<file path="src/rtl/activation_engine_pkg.sv">
// -----------------------------------------------------------------------------
// activation_pkg
// Shared types and constants for the activation engine: the FP32 bit-pattern
// type, the activation mode encoding and the FP32 constants used by the lanes.
// No ports (package).
// -----------------------------------------------------------------------------
package activation_pkg;

  typedef logic [31:0] fp32_t;

  typedef enum logic [1:0] {
    ACT_PASS  = 2'd0,
    ACT_RELU  = 2'd1,
    ACT_LEAKY = 2'd2,
    ACT_RELU6 = 2'd3
  } act_mode_e;

  localparam fp32_t FP32_POS_ZERO = 32'h0000_0000;
  localparam fp32_t FP32_NEG_ZERO = 32'h8000_0000;
  localparam fp32_t FP32_SIX      = 32'h40C0_0000;

  // NaN: all-ones exponent with a non-zero mantissa.
  function automatic logic fp32_is_nan(input fp32_t val);
    return (val[30:23] == 8'hFF) && (val[22:0] != 23'h0);
  endfunction

endpackage

</file>
<file path="src/rtl/activation_engine_if.sv">
// -----------------------------------------------------------------------------
// activation_engine_if
// Vector handshake bundle between a producer/consumer (master) and the
// activation engine (slave).
//   in_valid/in_ready  : input vector handshake
//   mode               : activation select, sampled at accept
//   data_in            : VECTOR_LEN FP32 bit patterns
//   out_valid/out_ready: result vector handshake
//   data_out           : VECTOR_LEN FP32 result bit patterns
//   busy               : engine not idle
// -----------------------------------------------------------------------------
interface activation_engine_if #(
  parameter int VECTOR_LEN = 4
);
  import activation_pkg::*;

  logic                   in_valid;
  logic                   in_ready;
  logic [1:0]             mode;
  fp32_t [VECTOR_LEN-1:0] data_in;
  logic                   out_valid;
  logic                   out_ready;
  fp32_t [VECTOR_LEN-1:0] data_out;
  logic                   busy;

  modport master (
    output in_valid, mode, data_in, out_ready,
    input  in_ready, out_valid, data_out, busy
  );

  modport slave (
    input  in_valid, mode, data_in, out_ready,
    output in_ready, out_valid, data_out, busy
  );

endinterface

</file>
<file path="src/rtl/activation_engine_lane.sv">
// -----------------------------------------------------------------------------
// activation_lane
// Combinational per-element activation on an FP32 bit pattern.
//   op_in  : input element
//   mode   : activation select
//   op_out : activated element
// NaN inputs are passed through untouched in every mode.
// -----------------------------------------------------------------------------
module activation_lane
  import activation_pkg::*;
#(
  parameter int LEAK_SHIFT = 3
) (
  input  fp32_t     op_in,
  input  act_mode_e mode,
  output fp32_t     op_out
);

  localparam logic [7:0] SHIFT_E = 8'(LEAK_SHIFT);

  logic        sign_s;
  logic [7:0]  exp_s;
  logic [22:0] man_s;

  assign sign_s = op_in[31];
  assign exp_s  = op_in[30:23];
  assign man_s  = op_in[22:0];

  // Activation select; leaky scales by a power of two via the exponent only.
  always_comb begin
    op_out = op_in;
    if (fp32_is_nan(op_in)) begin
      op_out = op_in;
    end else begin
      case (mode)
        ACT_PASS: op_out = op_in;
        ACT_RELU: begin
          if (sign_s) op_out = FP32_POS_ZERO;
          else        op_out = op_in;
        end
        ACT_LEAKY: begin
          if (!sign_s)                op_out = op_in;
          else if (exp_s == 8'hFF)    op_out = op_in;   // -inf stays -inf
          else if (exp_s > SHIFT_E)   op_out = {1'b1, exp_s - SHIFT_E, man_s};
          else                        op_out = FP32_NEG_ZERO; // would go subnormal: flush
        end
        ACT_RELU6: begin
          // Positive non-NaN patterns order like their values, so an unsigned
          // compare against 6.0 also clamps +inf.
          if (sign_s)                 op_out = FP32_POS_ZERO;
          else if (op_in > FP32_SIX)  op_out = FP32_SIX;
          else                        op_out = op_in;
        end
        default: op_out = op_in;
      endcase
    end
  end

endmodule

</file>
<file path="src/rtl/activation_engine.sv">
// -----------------------------------------------------------------------------
// activation_engine
// Accepts a VECTOR_LEN-element FP32 vector, applies the selected activation
// LANES elements per cycle and presents the full result until consumed.
//   clk   : rising-edge clock
//   rst_n : asynchronous active-low reset
//   bus   : activation_engine_if slave (handshakes, data, mode, busy)
// Result appears NBEATS = VECTOR_LEN/LANES cycles after the accept edge. A new
// vector may be accepted on the same edge the current result is consumed.
// -----------------------------------------------------------------------------
module activation_engine
  import activation_pkg::*;
#(
  parameter int VECTOR_LEN = 4,
  parameter int LANES      = 2,
  parameter int LEAK_SHIFT = 3
) (
  input  logic                clk,
  input  logic                rst_n,
  activation_engine_if.slave  bus
);

  localparam int NBEATS = VECTOR_LEN / LANES;
  localparam int CNT_W  = (NBEATS > 1) ? $clog2(NBEATS) : 1;
  localparam logic [CNT_W-1:0] LAST_BEAT = CNT_W'(NBEATS - 1);

  localparam logic [1:0] ST_IDLE = 2'd0;
  localparam logic [1:0] ST_BUSY = 2'd1;
  localparam logic [1:0] ST_DONE = 2'd2;

  if (VECTOR_LEN % LANES != 0) begin : g_len_check
    $fatal(1, "activation_engine: VECTOR_LEN must be a multiple of LANES");
  end

  logic [1:0]                          state_r;
  logic [1:0]                          state_next_s;
  logic [CNT_W-1:0]                    beat_r;
  act_mode_e                           mode_r;
  fp32_t [NBEATS-1:0][LANES-1:0]       in_vec_r;
  fp32_t [NBEATS-1:0][LANES-1:0]       out_vec_r;
  fp32_t [LANES-1:0]                   lane_out_s;
  logic                                out_valid_r;
  logic                                busy_r;
  logic                                in_ready_s;
  logic                                accept_s;

  // Ready is combinational from out_ready so a consumed result can be
  // replaced on the same edge.
  always_comb begin
    in_ready_s = 1'b0;
    if (rst_n && ((state_r == ST_IDLE) || ((state_r == ST_DONE) && bus.out_ready))) begin
      in_ready_s = 1'b1;
    end else begin
      in_ready_s = 1'b0;
    end
  end

  assign accept_s = bus.in_valid && in_ready_s;

  // Next-state decode.
  always_comb begin
    state_next_s = state_r;
    case (state_r)
      ST_IDLE: begin
        if (accept_s) state_next_s = ST_BUSY;
        else          state_next_s = ST_IDLE;
      end
      ST_BUSY: begin
        if (beat_r == LAST_BEAT) state_next_s = ST_DONE;
        else                     state_next_s = ST_BUSY;
      end
      ST_DONE: begin
        if (!bus.out_ready) state_next_s = ST_DONE;
        else if (accept_s)  state_next_s = ST_BUSY;
        else                state_next_s = ST_IDLE;
      end
      default: state_next_s = ST_IDLE;
    endcase
  end

  // State plus registered status outputs derived from the next state.
  always_ff @(posedge clk or negedge rst_n) begin
    if (!rst_n) begin
      state_r     <= ST_IDLE;
      out_valid_r <= 1'b0;
      busy_r      <= 1'b0;
    end else begin
      state_r     <= state_next_s;
      out_valid_r <= (state_next_s == ST_DONE);
      busy_r      <= (state_next_s != ST_IDLE);
    end
  end

  // Capture the operand vector and mode at accept; held for the whole pass.
  always_ff @(posedge clk or negedge rst_n) begin
    if (!rst_n) begin
      in_vec_r <= '0;
      mode_r   <= ACT_PASS;
    end else if (accept_s) begin
      in_vec_r <= bus.data_in;
      mode_r   <= act_mode_e'(bus.mode);
    end else begin
      in_vec_r <= in_vec_r;
      mode_r   <= mode_r;
    end
  end

  // Beat counter and result write-back, one group of LANES per cycle.
  always_ff @(posedge clk or negedge rst_n) begin
    if (!rst_n) begin
      beat_r    <= '0;
      out_vec_r <= '0;
    end else if (state_r == ST_BUSY) begin
      out_vec_r[beat_r] <= lane_out_s;
      if (beat_r == LAST_BEAT) beat_r <= '0;
      else                     beat_r <= beat_r + CNT_W'(1);
    end else begin
      beat_r    <= beat_r;
      out_vec_r <= out_vec_r;
    end
  end

  for (genvar l = 0; l < LANES; l++) begin : g_lane
    activation_lane #(
      .LEAK_SHIFT(LEAK_SHIFT)
    ) u_lane (
      .op_in  (in_vec_r[beat_r][l]),
      .mode   (mode_r),
      .op_out (lane_out_s[l])
    );
  end

  assign bus.in_ready  = in_ready_s;
  assign bus.out_valid = out_valid_r;
  assign bus.data_out  = out_vec_r;
  assign bus.busy      = busy_r;

endmodule

</file>
<file path="src/flat_wrapper.sv">
// flat-port wrapper written by rule: the top's interface ports become plain ports
module activation_engine_flat import activation_pkg::*;
#(
  parameter int VECTOR_LEN = 4,
  parameter int LANES      = 2,
  parameter int LEAK_SHIFT = 3
)
  (clk, rst_n, bus_in_valid, bus_mode, bus_data_in, bus_out_ready, bus_in_ready, bus_out_valid, bus_data_out, bus_busy);
  activation_engine_if #(.VECTOR_LEN(VECTOR_LEN)) bus_i ();
  input  logic clk;
  input  logic rst_n;
  input wire logic [$bits(bus_i.in_valid)-1:0] bus_in_valid;
  input wire logic [$bits(bus_i.mode)-1:0] bus_mode;
  input wire logic [$bits(bus_i.data_in)-1:0] bus_data_in;
  input wire logic [$bits(bus_i.out_ready)-1:0] bus_out_ready;
  output wire logic [$bits(bus_i.in_ready)-1:0] bus_in_ready;
  output wire logic [$bits(bus_i.out_valid)-1:0] bus_out_valid;
  output wire logic [$bits(bus_i.data_out)-1:0] bus_data_out;
  output wire logic [$bits(bus_i.busy)-1:0] bus_busy;
  assign bus_i.in_valid = bus_in_valid;
  assign bus_i.mode = bus_mode;
  assign bus_i.data_in = bus_data_in;
  assign bus_i.out_ready = bus_out_ready;
  assign bus_in_ready = bus_i.in_ready;
  assign bus_out_valid = bus_i.out_valid;
  assign bus_data_out = bus_i.data_out;
  assign bus_busy = bus_i.busy;
  activation_engine #(.VECTOR_LEN(VECTOR_LEN), .LANES(LANES), .LEAK_SHIFT(LEAK_SHIFT)) u_core (.clk(clk), .rst_n(rst_n), .bus(bus_i));
endmodule
</file>
<file path="config.mk">
export PLATFORM = sky130hd
export DESIGN_NAME = activation_engine_flat
export DESIGN_NICKNAME = d
export VERILOG_FILES = /design/src/rtl/activation_engine_pkg.sv /design/src/rtl/activation_engine_if.sv /design/src/rtl/activation_engine_lane.sv /design/src/rtl/activation_engine.sv /design/src/flat_wrapper.sv
export SDC_FILE = /design/constraint.sdc
export NUM_CORES = 1
export LEC_CHECK = 0
export BUFFER_PORTS_ARGS = -buffer_cell sky130_fd_sc_hd__buf_2
export CAP_MARGIN = 15
export CORE_UTILIZATION = 55
export DETAILED_ROUTE_END_ITERATION = 6
export PLACE_DENSITY_LB_ADDON = 0.05
export SLEW_MARGIN = 20
export SYNTH_ARGS = -nofsm -noshare
export SYNTH_HDL_FRONTEND = slang
export SYNTH_SLANG_ARGS = --single-unit
</file>
<file path="constraint.sdc">
create_clock -name clk -period 5.2 [get_ports clk]
set_input_delay 0.78 -clock clk [delete_from_list [all_inputs] [get_ports clk]]
set_output_delay 0.78 -clock clk [all_outputs]
set_load 0.01 [all_outputs]
</file>
=== Yosys cells after proc, flatten, opt, wreduce, memory -nomap -nowiden ===
Cells that the tools add are included.

* Memory bits (read-only): 0
* RAM bits: 0
* Output and inout bits: 131
* Bits in latches: 0
* Logic and storage cells: 69
* Memories: 0
* Flip-flop bits (word level): 263
* Bits of input ports: 134

* Shift operators: 0
* Divide/modulo/power cells: 0
* Mux-type cells: 27
* Multipliers: 0
* Bitwise operators: 0
* Add/subtract/negate cells: 3
* Eq/ne operators: 8
* $lt $le $gt $ge: 6
* Reductions and logical operators: 12

{| class="wikitable"
|+ Operators by type and width
! kind !! number
|-
| $mux 31 || 10
|-
| $pmux 32 s4 || 2
|-
| $mux 64 || 3
|-
| $bwmux 128 || 1
|-
| $mux 32 || 4
|-
| $demux 64 s1 || 1
|-
| $gt 32x31->1 const B || 2
|-
| $reduce_bool 23->1 || 2
|-
| $eq 8x8->1 const B || 2
|-
| $gt 8x2->1 const B || 2
|-
| $sub 8x2->8 const B || 2
|-
| $eq 2x2->1 const B || 4
|-
| $logic_and 1x1->1 || 6
|-
| $pmux 2 s3 || 1
|-
| $eq 2x1->1 const B || 2
|-
| $logic_not 2->1 || 2
|-
| $mux 2 || 2
|-
| $mux 1 || 3
|-
| $lt 1x2->1 const B || 1
|-
| $reduce_bool 2->1 || 1
|-
| $add 1x1->1 const B || 1
|-
| $ge 1x1->1 const B || 1
|-
| $logic_or 1x1->1 || 1
|}

=== Depth between registers and ports, before layout ===
Gate-level depths: netlist of run 1.

* Word-level depth: 10
* Gate-level depth with buffers: 16
* Depth with buffers taken out: 10

=== Cells and area by module ===
A second synthesis of run 1 with hierarchy kept.

* Cells, all modules: 837
* Area total of the unflattened synthesis: 12014.0 um2

{| class="wikitable"
|+ Modules (own cells, without submodules)
! module !! cells each !! area each (um2) !! seq. area each (um2) !! times used
|-
| activation_engine || 633 || 10630.2 || 6581.3 || 1
|-
| activation_lane || 102 || 691.9 || 0.0 || 2
|}

=== Worst setup path after synthesis of run 1 ===
Ideal clock, no wire load.

* Path type: flip-flop to flip-flop
* Start point: reg u_core.beat_r
* End point: reg u_core.out_vec_r (netlist bit u_core.bus.data_out[29])
* Arrival: 2.804 ns
* Stages on the path, launching flop included: 15
* Path buffers: 4
* Setup time: 0.130 ns
* Period minus slack after synthesis: 2.934 ns
* Data required time: 5.070 ns
* Setup slack: 2.266 ns
* Cell sequence: dfrtp_1 buf_6 buf_6 buf_6 buf_6 mux2i_1 inv_1 ha_1 nor4b_1 or2_2 a31oi_1 or4b_1 o2111ai_1 o311a_1 o21ai_1

* Cells in the longest elaborated chain, start to end: 9
* Elaborated cells between the ends (all ways): 22
* Classes of those cells: 1 x add/sub; 4 x order compare; 1 x eq/ne; 13 x mux; 3 x reduce/logical

{| class="wikitable"
|+ Ends and longest elaborated chain
! item !! RTL line !! text
|-
| from (decl) || activation_engine.sv:37 || <nowiki>logic [CNT_W-1:0] beat_r;</nowiki>
|-
| from (signal assigned) || activation_engine.sv:116 || <nowiki>else beat_r <= beat_r + CNT_W'(1);</nowiki>
|-
| from (signal assigned) || activation_engine.sv:118 || <nowiki>beat_r <= beat_r;</nowiki>
|-
| parallel branches: the longest is 8 deep, another holds $gt 32x31->1 || - ||
|-
| $bwmux 128 * || activation_engine.sv:114 || <nowiki>out_vec_r[beat_r] <= lane_out_s;</nowiki>
|-
| to (signal, indexed assignment) || activation_engine.sv:114 ||
|-
| to (signal assigned) || activation_engine.sv:119 || <nowiki>out_vec_r <= out_vec_r;</nowiki>
|-
| to (decl) || activation_engine.sv:40 || <nowiki>fp32_t [NBEATS-1:0][LANES-1:0] out_vec_r;</nowiki>
|}

Every way passes the cells marked *. The select of a mux whose other input is x is not followed.
A chain may end at the register's enable or synchronous reset.

=== Final worst setup path of run 1 ===
* Start point: reg u_core.beat_r
* End point: reg u_core.out_vec_r (netlist bit u_core.bus.data_out[79])

* Cells in the longest elaborated chain, start to end: 9
* Elaborated cells between the ends (all ways): 21
* Classes of those cells: 4 x order compare; 1 x eq/ne; 13 x mux; 3 x reduce/logical

{| class="wikitable"
|+ Ends and longest elaborated chain
! item !! RTL line
|-
| parallel branches: the longest is 8 deep, another holds $gt 32x31->1 || -
|-
| $bwmux 128 * || activation_engine.sv:114
|}

Marks and branches as above.

==> run metrics, run 1 <==
outcome finished, final reports clean; RR Endpoint u_core.bus.data_out[79]$_DFFE_PN0P_; # DRC 0; CTS sink cnt 263; Hold WC Path Type primary input to async pin; largest net degree at the start of global routing roughly 120; Reg2Reg Setup Slack between 0.8 and 0.9 ns; Critical Path RT approximately 5.7 ns; via count 8141; Post-synth EDFFs 0; unrepaired setup endpoints after global routing false; Synth Instances ~900; dpl ws 0.918 ns; Final Hold Vio Count 0; VDD IR-drop max around 0.36 mV; Clock transition at path regs 0.06 ns; P_leak about 6.4 nW; post-route cell area ~0.014 mm^2; post-CTS setup buffers 0; fin crit period roughly 4.3 ns; Psw around 3.4 mW; initial antenna violation count 1; DIE HEIGHT around 140 um; sequential share of power 0.408; I/O pins about 270; Crit Path Class register to register; Synth async-reset ratio 1.00; adder-cell share of the synthesized area 0.00224; Worst Path Max Fanout 28; Nets 1283; worst reg2reg path startpoint u_core.beat_r$_DFFE_PN0N_; Initial Util 0.568; Synth Cell Area 0.0112 mm^2; largest family of logic cells by synthesized area multiplexers; first-pass GRT wire length 42400 um; area of the die between 0.02 and 0.025 mm^2; Finish-stage setup viols 0; overall power slightly above 9 mW; setup TNS 0 ns; CP Capture Type register; FILL cells 1510; Worst-Margin Slew 1.08 ns; syn_nets just over 1000; fraction of synthesized area in multiplexers 0.156; GRT overflow 0; placed inst area around 0.013 mm^2; Primary FF master, synth dfrtp_1; Worst Skew ~0.014 ns; placed cells ~1400; Clk pwr share 0.214; CP endpoint u_core.bus.data_out[79]$_DFFE_PN0P_; Reg2Reg Depth 10; Root Buffer clkbuf_16; maximum clock frequency about 0.23 GHz; Slew HR 0.280; share of synthesized area occupied by flip-flops and latches 0.588; Sequential Area approximately 0.0066 mm^2; hold slack approximately 0.33 ns; DRT Pass-1 Iters 5; Synth Area in XOR/XNOR 0.00156; TritonCTS buffer count 29; clk_lat worst skew 0.53 ns; DR WL/cell 18.8 um; drt total wl 27000 um; setup slack after layout roughly 0.89 ns; CTS tree yes; Ys Warns 0; quantity of hold-fixing buffers added after cts 0; Antenna Nets Post-Route 0; switching share of power 0.374; H-tree depth 1; Area Growth Syn to Fin 21.4%; Arr. time, crit path 4.77 ns; count of max-cap constraint violations 0; post-CTS sizing 0; chip width about 140 um; clock buffer depth 3; Final period util 0.828; flip-flop and latch count after synthesis 263; IO buf count 264; number of non-filler instances in the completed layout 1435; Comb pwr share 0.378; Final Wtd Congestion about 0.92; Synth Area per Inst 12.5 um^2; post-DP HPWL roughly 19000 um; vias per inst 5.67; GR Util All Layers 0.261; library cells used by synthesis 57; vias in the first global route 8049; share of layout cells above drive strength 1 0.407; Max Slew Vio Count 0; crit start category register; PD cells 674 mW/mm^2; Post-Synth Simple-Gate Area 0.0937; Pint 5.73 mW; DR iter-0 viols a little under 400; Worst Setup SP u_core.beat_r$_DFFE_PN0N_; Core ar. approximately 0.020 mm^2; Rows 51; Synth Area in Compound Gates 0.131; Core Util, Final 0.689; multi-input logic area ~0.0043 mm^2
## layout by cell type, fill, tap and decap left out, types with 3 or more instances in the layout
master | synthesis | final
o221ai_1 | 3 | 3
clkbuf_16 | 0 | 29
mux2i_1 | 14 | 14
nor3_1 | 18 | 18
a21oi_1 | 18 | 18
clkinv_2 | 0 | 5
nand4_1 | 8 | 8
nand3b_1 | 3 | 3
nor4b_1 | 4 | 4
nand3_1 | 10 | 10
o22ai_1 | 5 | 5
a22o_1 | 76 | 76
mux2_2 | 140 | 140
o31ai_1 | 9 | 9
nand2_1 | 86 | 85
inv_1 | 8 | 8
clkbuf_1 | 32 | 8
clkbuf_8 | 0 | 6
nor3b_1 | 6 | 6
o21ai_1 | 5 | 5
nor2b_1 | 3 | 3
dfrtp_1 | 263 | 262
nor2_2 | 2 | 3
clkinvlp_4 | 0 | 3
buf_2 | 2 | 263
nor4_1 | 25 | 25
nand2b_1 | 4 | 3
a31oi_1 | 12 | 12
buf_4 | 1 | 9
nor2_1 | 37 | 35
o21ai_0 | 42 | 42
## registers in the layout (all words and copies together) (netlist names)
| name | flops |
|---|---|
| u_core.bus.out_valid | 1 |
| u_core.bus.busy | 1 |
| u_core.mode_r | 2 |
| u_core.beat_r | 1 |
| u_core.in_vec_r | 128 |
| u_core.state_r | 2 |
| u_core.bus.data_out | 128 |
## worst max-delay path: stages (launching register included)
cell     delay (ns)
dfrtp_2        0.73
mux2i_1        0.28
inv_1          0.16
ha_1           0.28
nand2_1        0.08
nor3_1         0.33
nor2_1         0.16
o21ai_0        0.85
and3b_1        0.53
nor2_2         0.62
a22o_1         0.22
## worst min path at each step
stage | startpoint | endpoint | slack, ns | depth (start not counted)
floorplan | u_core.in_vec_r[62]$_DFFE_PN0N_ | u_core.in_vec_r[62]$_DFFE_PN0N_ | 0.47 | 1
global placement | u_core.bus.data_out[118]$_DFFE_PN0P_ | u_core.bus.data_out[118]$_DFFE_PN0P_ | 0.46 | 2
detailed placement | u_core.bus.data_out[119]$_DFFE_PN0P_ | u_core.bus.data_out[119]$_DFFE_PN0P_ | 0.46 | 2
CTS | rst_n | u_core.in_vec_r[123]$_DFFE_PN0N_ | 0.36 | 1
global route | rst_n | u_core.bus.data_out[68]$_DFFE_PN0P_ | 0.40 | 1
finish | rst_n | u_core.in_vec_r[68]$_DFFE_PN0N_ | 0.33 | 1
## cells by family (layout without fill, tap and decap cells)
group	count (synthesis)	in the layout
and+or+nand+nor	216	216
muxes	156	156
xor gates and xnor gates	2	2
other	0	1
AOI/OAI and AO/OA	196	196
DFF	263	263
adders and majority gates	2	2
buffers and inverters	60	334
## cells in the mapped netlist (3+ instances only)
cell | number | area share
nand2_1 | 86 | 0.029
mux2i_1 | 14 | 0.013
clkbuf_1 | 32 | 0.011
a21oi_1 | 18 | 0.0080
nand3b_1 | 3 | 0.0020
nor2_1 | 37 | 0.012
inv_1 | 8 | 0.0027
nor2b_1 | 3 | 0.0017
o21ai_0 | 42 | 0.019
o21ai_1 | 5 | 0.0022
nor4b_1 | 4 | 0.0031
a22o_1 | 76 | 0.059
mux2_2 | 140 | 0.14
buf_1 | 6 | 0.0020
o31ai_1 | 9 | 0.0060
nor4_1 | 25 | 0.014
nand2b_1 | 4 | 0.0022
nor3_1 | 18 | 0.0080
nor3b_1 | 6 | 0.0040
a31oi_1 | 12 | 0.0067
buf_6 | 11 | 0.011
nand4_1 | 8 | 0.0045
dfrtp_1 | 263 | 0.59
o22ai_1 | 5 | 0.0028
o221ai_1 | 3 | 0.0023
nand3_1 | 10 | 0.0045
## cell type report
cell class              instances  area share
clock buffers                  43      0.0617
diodes                          1    0.000184
inverters                       8     0.00221
multi-input cells             572       0.318
well taps                     265      0.0244
clock inverters                10     0.00635
repair buffers                273       0.103
flip-flops and latches        263       0.484
## metal layers
layer,vias to the layer above,GRT usage,wire (um)
li1,3826,-,-
met1,3989,0.352,11600
met2,291,0.424,12800
met3,35,0.0724,2280
met4,0,0.0532,461
met5,-,0,0
## power by group through the flow
stage	Sequential [mW]	Clock [mW]	Combinational, mW
after floorplan	3.70	0	2.35
after global placement	3.73	0	3.39
after detailed placement	3.75	0	3.46
after CTS	3.73	1.99	3.47
after global routing	3.86	2.09	3.81
final	3.73	1.96	3.46
No activity file was read; power rests on OpenSTA's default activity.
==> inputs of run 2 (changes only) <==
--- a/config.mk
+++ b/config.mk
@@ -5,6 +5,7 @@
 export SDC_FILE = /design/constraint.sdc
 export NUM_CORES = 1
 export LEC_CHECK = 0
+export ABC_AREA = 1
 export BUFFER_PORTS_ARGS = -buffer_cell sky130_fd_sc_hd__buf_2
 export CAP_MARGIN = 15
 export CORE_UTILIZATION = 55
==> constraint.sdc (replaced) <==
create_clock -name clk -period 4.2 [get_ports clk]
set_input_delay 0.63 -clock clk [delete_from_list [all_inputs] [get_ports clk]]
set_output_delay 0.63 -clock clk [all_outputs]
set_load 0.01 [all_outputs]
==> run 2 against run 1 <==
Non-clock buffer count increased by 8. Fmax is 29% higher. Global-route usage increased by 3.5 points. Core utilization shrank 1.3 points. Sequential power up 11%. Synthesized cell count up 81%. Worst setup slack worse by 0.030 ns. Via count rose by 37%. Power grew 39%. Final cell count rose by 50%. Clock power increased by 29%. Worst hold slack got worse by 0.030 ns.
==> run metrics, run 2 <==
switching share of power 0.453; unrepaired setup endpoints after global routing false; Ys Warns 0; largest net degree at the start of global routing 83; Worst-Margin Slew between 0.9 and 1 ns; Worst Setup SP u_core.beat_r$_DFFE_PN0N_; GR Util All Layers 0.296; placed inst area between 0.01 and 0.015 mm^2; post-route cell area approximately 0.015 mm^2; DIE HEIGHT between 150 and 200 um; Finish-stage setup viols 0; quantity of hold-fixing buffers added after cts 1; maximum clock frequency between 0.2 and 0.3 GHz; Worst Skew approximately 0.028 ns; Clock transition at path regs 0.06 ns; vias per inst 5.20; worst min-delay path startpoint bus_out_ready; TritonCTS buffer count 28; crit start category register; number of non-filler instances in the completed layout 2153; Sequential Area 0.00659 mm^2; Area Growth Syn to Fin 18.8%; syn_nets about 1800; IO buf count 264; worst reg2reg path startpoint u_core.beat_r$_DFFE_PN0N_; Critical Path RT between 4 and 5 ns; DR WL/cell between 15 and 20 um; Final period util 0.794; WHS Path Cells 2; P_leak around 8.5 nW; Slew HR 0.390; Post-synth EDFFs 0; Clk pwr share 0.198; Reg2Reg Setup Slack ~0.86 ns; via count between 10000 and 15000; overall power 12.7 mW; Initial Util 0.569; clk_lat worst skew 0.55 ns; Synth Area per Inst between 7 and 8 um^2; Nets 1987; Root Buffer clkbuf_16; Antenna Nets Post-Route 0; Final Hold Vio Count 0; ANT cells 0; post-CTS setup buffers 0; routed wl met3 about 2500 um; multi-input logic area ~0.0050 mm^2; hold slack about 0.30 ns; Synth async-reset ratio 1.00; # DRC 0; share of synthesized area occupied by flip-flops and latches 0.523; chip width ~150 um; M1 WL roughly 17000 um; Final Wtd Congestion ~0.87; setup slack after layout 0.863 ns; fin crit period approximately 3.3 ns; outcome finished, final reports clean; drt total wl around 34000 um; Arr. time, crit path 3.76 ns; vias in the first global route between 10000 and 15000; Core ar. approximately 0.022 mm^2; DR WL met2 13600 um; post-synth top area share 0.523; Max Slew Vio Count 0; first-pass GRT wire length between 50000 and 60000 um; Synth area leaders dfrtp_1 (52%), nand2_1 (19%), nand3_1 (4.9%); Primary FF master, synth dfrtp_1; Psw ~5.7 mW; Reg2Reg Depth 13; post-CTS sizing 0; post-DP HPWL 24100 um; PD cells 849 mW/mm^2; Worst Path Max Fanout 54; placed cells between 2000 and 2500; Core Util, Final 0.676; CTS sink cnt 263; top layer in use met4; Hold WC Path Type primary input to register; Crit Path Class register to register; CTS tree yes; library cells used by synthesis 32; clock buffer depth 3; Synth Cell Area between 0.01 and 0.015 mm^2; most common cell after layout, fill and taps aside nand2_1; sequential share of power 0.328; CP Capture Type register; Comb pwr share 0.474; GRT overflow 0; DR iter-0 viols 966; I/O pins around 270; Commonest cells post-synth nand2_1 (625), dfrtp_1 (263), nor2_1 (153), inv_1 (152), nand3_1 (122); Rows 54; share of layout cells above drive strength 1 0.203; VDD IR-drop max about 0.45 mV; area of the die ~0.023 mm^2; most common cell in the netlist nand2_1; H-tree depth 1; flip-flop and latch count after synthesis about 260; DRT Pass-1 Iters 5; Pint 6.93 mW; commonest non-fill, non-tap cells in the layout nand2_1 (624), buf_2 (263), dfrtp_1 (262); FILL cells between 1500 and 2000; Synth Instances ~1600; setup TNS 0 ns; initial antenna violation count 0; dpl ws 0.930 ns; count of max-cap constraint violations 0; leading area contributor after synthesis dfrtp_1
==> run 2: changes by cell type in the layout (fill, tap and decap cells not counted), sizes merged, moves of 11 or more <==
cell   delta
a21oi    +86
nor2    +114
inv     +145
a31oi    -11
nand2   +543
nor3     -16
a22o     -76
nand3   +113
mux2i    -14
nor4     -25
mux2    -105
==> run 2: final timing paths <==
check | end
worst min-delay path | u_core.bus.out_valid$_DFF_PN0_
max in group asynchronous | u_core.in_vec_r[106]$_DFFE_PN0N_
min in group asynchronous | u_core.bus.data_out[72]$_DFFE_PN0P_
worst max register to register | u_core.bus.data_out[65]$_DFFE_PN0P_
worst min register to register | u_core.bus.data_out[92]$_DFFE_PN0P_
worst max-delay path | u_core.bus.data_out[65]$_DFFE_PN0P_
==> run 2: routing by layer <==
layer / GRT usage / vias to the layer above
li1: - / 5507
met1: 0.500 / 5219
met2: 0.399 / 427
met3: 0.0448 / 36
met4: 0.0534 / 0
met5: 0 / -
==> run 2: power by group through the flow <==
stage	Sequential, mW	Combinational [mW]	Clock [mW]
floorplan	4.27	4.05	0
global placement	4.15	5.82	0
detailed placement	4.18	5.92	0
CTS	4.14	5.95	2.55
global route	4.27	6.75	2.65
finish	4.15	6.01	2.52
==> run 2: kinds of logic after synthesis <==
| kind of cell | Yosys count | synth area share |
|---|---|---|
| xor gates and xnor gates | 2 | 0.00139 |
| muxes | 37 | 0.0331 |
| AOI/OAI and AO/OA | 165 | 0.0688 |
| and+or+nand+nor | 916 | 0.291 |
| DFF | 263 | 0.523 |
| adders and majority gates | 2 | 0.00199 |
| buffers and inverters | 234 | 0.0804 |
==> run 2: critical path, stage by stage (launching register included) <==
cell and delay (ns):
dfrtp_4 0.59, inv_4 0.47, nand2_1 0.10, nand2_1 0.16
inv_1 0.10, ha_1 0.22, nand3_1 0.09, nor2_1 0.04
nand2_1 0.09, inv_1 0.08, a21oi_4 0.36, nand4_4 0.58
nand3_1 0.26, nand2_1 0.08
==> run 2: final cells by class <==
type / instances / share of cell area
Tap cell: 280 / 0.0234
Sequential cell: 263 / 0.441
Inverter: 155 / 0.0391
Multi-Input combinational cell: 1122 / 0.335
Clock buffer: 41 / 0.0555
Timing Repair Buffer: 281 / 0.0981
Clock inverter: 11 / 0.00829
==> inputs of run 3 (changes only) <==
--- a/config.mk
+++ b/config.mk
@@ -8,7 +8,7 @@
 export ABC_AREA = 1
 export BUFFER_PORTS_ARGS = -buffer_cell sky130_fd_sc_hd__buf_2
 export CAP_MARGIN = 15
-export CORE_UTILIZATION = 55
+export CORE_UTILIZATION = 50
 export DETAILED_ROUTE_END_ITERATION = 6
 export PLACE_DENSITY_LB_ADDON = 0.05
 export SLEW_MARGIN = 20
==> constraint.sdc (replaced) <==
create_clock -name clk -period 2.7 [get_ports clk]
set_input_delay 0.405 -clock clk [delete_from_list [all_inputs] [get_ports clk]]
set_output_delay 0.405 -clock clk [all_outputs]
set_load 0.01 [all_outputs]
==> run 3 against run 2 <==
Flip-flop and latch count did not move. Final cell count is 4.2% higher. First-iteration DRC count up 16%. Combinational power is 76% higher. Largest cell class unchanged.
==> run metrics, run 3 (synthesis results as in run 2) <==
outcome finished, final reports clean; DR iter-0 viols between 1000 and 1500; VDD IR-drop max between 0.7 and 0.8 mV; Nets 2033; H-tree depth 1; maximum clock frequency 0.388 GHz; commonest non-fill, non-tap cells in the layout nand2_1 (618), buf_2 (263), dfrtp_1 (262); Initial Util 0.514; count of max-cap constraint violations 0; P_leak approximately 8.9 nW; clock buffer depth 3; Core Util, Final 0.638; share of layout cells above drive strength 1 0.233; number of non-filler instances in the completed layout roughly 2200; Worst-Margin Slew 0.896 ns; critical path's most frequent cell nand2_1; Area Growth Syn to Fin 24.2%; overall power roughly 21 mW; via count around 11000; clk_lat worst skew about 0.55 ns; Crit Path Class register to register; GRT overflow 0; DR WL/cell around 16 um; crit path cell chain inv_8 > buf_4 > nand2_1 > nand2_1 > nor2_1 > nand2_1 > nor2_1 > nand3_2 > a21oi_4 > buf_12 > nand4_4 > clkbuf_16 > nand3_1 > nand2_1; fin crit period about 2.6 ns; Rows 57; CP max-delay cell dfrtp_4; CP delay by family, top simple AND/OR/NAND/NOR gates; drt total wl 35200 um; crit start category register; Clock transition at path regs around 0.060 ns; Arr. time, crit path 3.00 ns; PD cells between 1000 and 1500 mW/mm^2; Buf/Inv on CP 4; Final period util 0.955; Root Buffer clkbuf_16; largest net degree at the start of global routing about 140; unrepaired setup endpoints after global routing true; Max Slew Vio Count 0; setup slack after layout between 0.1 and 0.15 ns; Worst Skew 0.0150 ns; Finish-stage setup viols 0; DRT Pass-1 Iters 7; setup TNS 0 ns; Final Wtd Congestion a little under 0.9; CTS sink cnt around 260; # DRC 0; I/O pins approximately 270; initial antenna violation count 1; most common cell after layout, fill and taps aside nand2_1; first-pass GRT wire length ~56000 um; TritonCTS buffer count 28; chip width about 160 um; Worst Path Max Fanout 24; post-DP HPWL roughly 25000 um; placed cells between 2000 and 2500; area of the die 0.0258 mm^2; Slew HR 0.403; CP max stage delay about 0.54 ns; GR Util All Layers 0.275; vias per inst 5.06; CP Capture Type register; Antenna Nets Post-Route 0; vias in the first global route 10300; Core ar. roughly 0.024 mm^2; Hold WC Path Type primary input to register; dpl ws -0.00313 ns; Critical Path RT 3.12 ns; Final Hold Vio Count 0; CTS tree yes; IO buf count between 200 and 300; DIE HEIGHT 161 um
run 3: cell types whose count changed in the layout (fill, tap and decap cells not counted), sizes merged:
cell / delta
clkbuf: -1
diode: +1
buf: +44
clkinvlp: -2
clkinv: +3
bufinv: +2
run 3: cell type report:
type / count / area (um^2)
inverters: 155 / 589
repair buffers: 327 / 1990
clock buffers: 38 / 810
clock inverters: 14 / 173
fillers: 2252 / 8840
flip-flops and latches: 263 / 6590
well taps: 324 / 405
diodes: 1 / 2.50
multi-input cells: 1122 / 5060
run 3: final timing paths:
kind	from	endpoint	slack, ns	depth (start not counted)
hold / removal	bus_data_in[4]	u_core.in_vec_r[4]$_DFFE_PN0N_	0.08	2
setup reg to reg	u_core.beat_r$_DFFE_PN0N_	u_core.bus.data_out[8]$_DFFE_PN0P_	0.12	14
hold reg to reg	u_core.bus.data_out[28]$_DFFE_PN0P_	u_core.bus.data_out[28]$_DFFE_PN0P_	0.47	2
setup / recovery	u_core.beat_r$_DFFE_PN0N_	u_core.bus.data_out[8]$_DFFE_PN0P_	0.12	14
max in group asynchronous	rst_n	u_core.beat_r$_DFFE_PN0N_	1.22	3
min in group asynchronous	rst_n	u_core.bus.data_out[75]$_DFFE_PN0P_	0.28	2
run 3: through the flow:
stage | hold slack, ns | cell area, um^2
after floorplan | 0.109 | 12600
after global placement | 0.238 | 14500
after detailed placement | 0.240 | 14500
after CTS | 0.0626 | 15500
after global routing | 0.0731 | 15600
final | 0.0839 | 15600
run 3: per-layer routing:
metal / wire length, um / global-route usage
met4: 465 / 0.0541
met3: 2680 / 0.0493
met1: 18000 / 0.460
met2: 14100 / 0.361
met5: 13 / 0
run 3: where the power goes:
group | switching, mW | leakage [nW] | internal (mW)
sequential | 0.817 | 3.19 | 5.65
combinational | 6.84 | 5.18 | 3.77
clock | 1.58 | 0.490 | 2.47
run 3: repair_timing:
| action | 4_1_cts | 5_1_grt |
|---|---|---|
| hold buffers | 1 | 0 |
| pin swaps | 1 | 2 |
| gates cloned | 0 | 2 |
| buffers inserted | 0 | 4 |
| gates resized for setup | 1 | 33 |
| endpoints found under the setup margin | 2 | 126 |
| endpoints found under the hold margin | 15 | 0 |
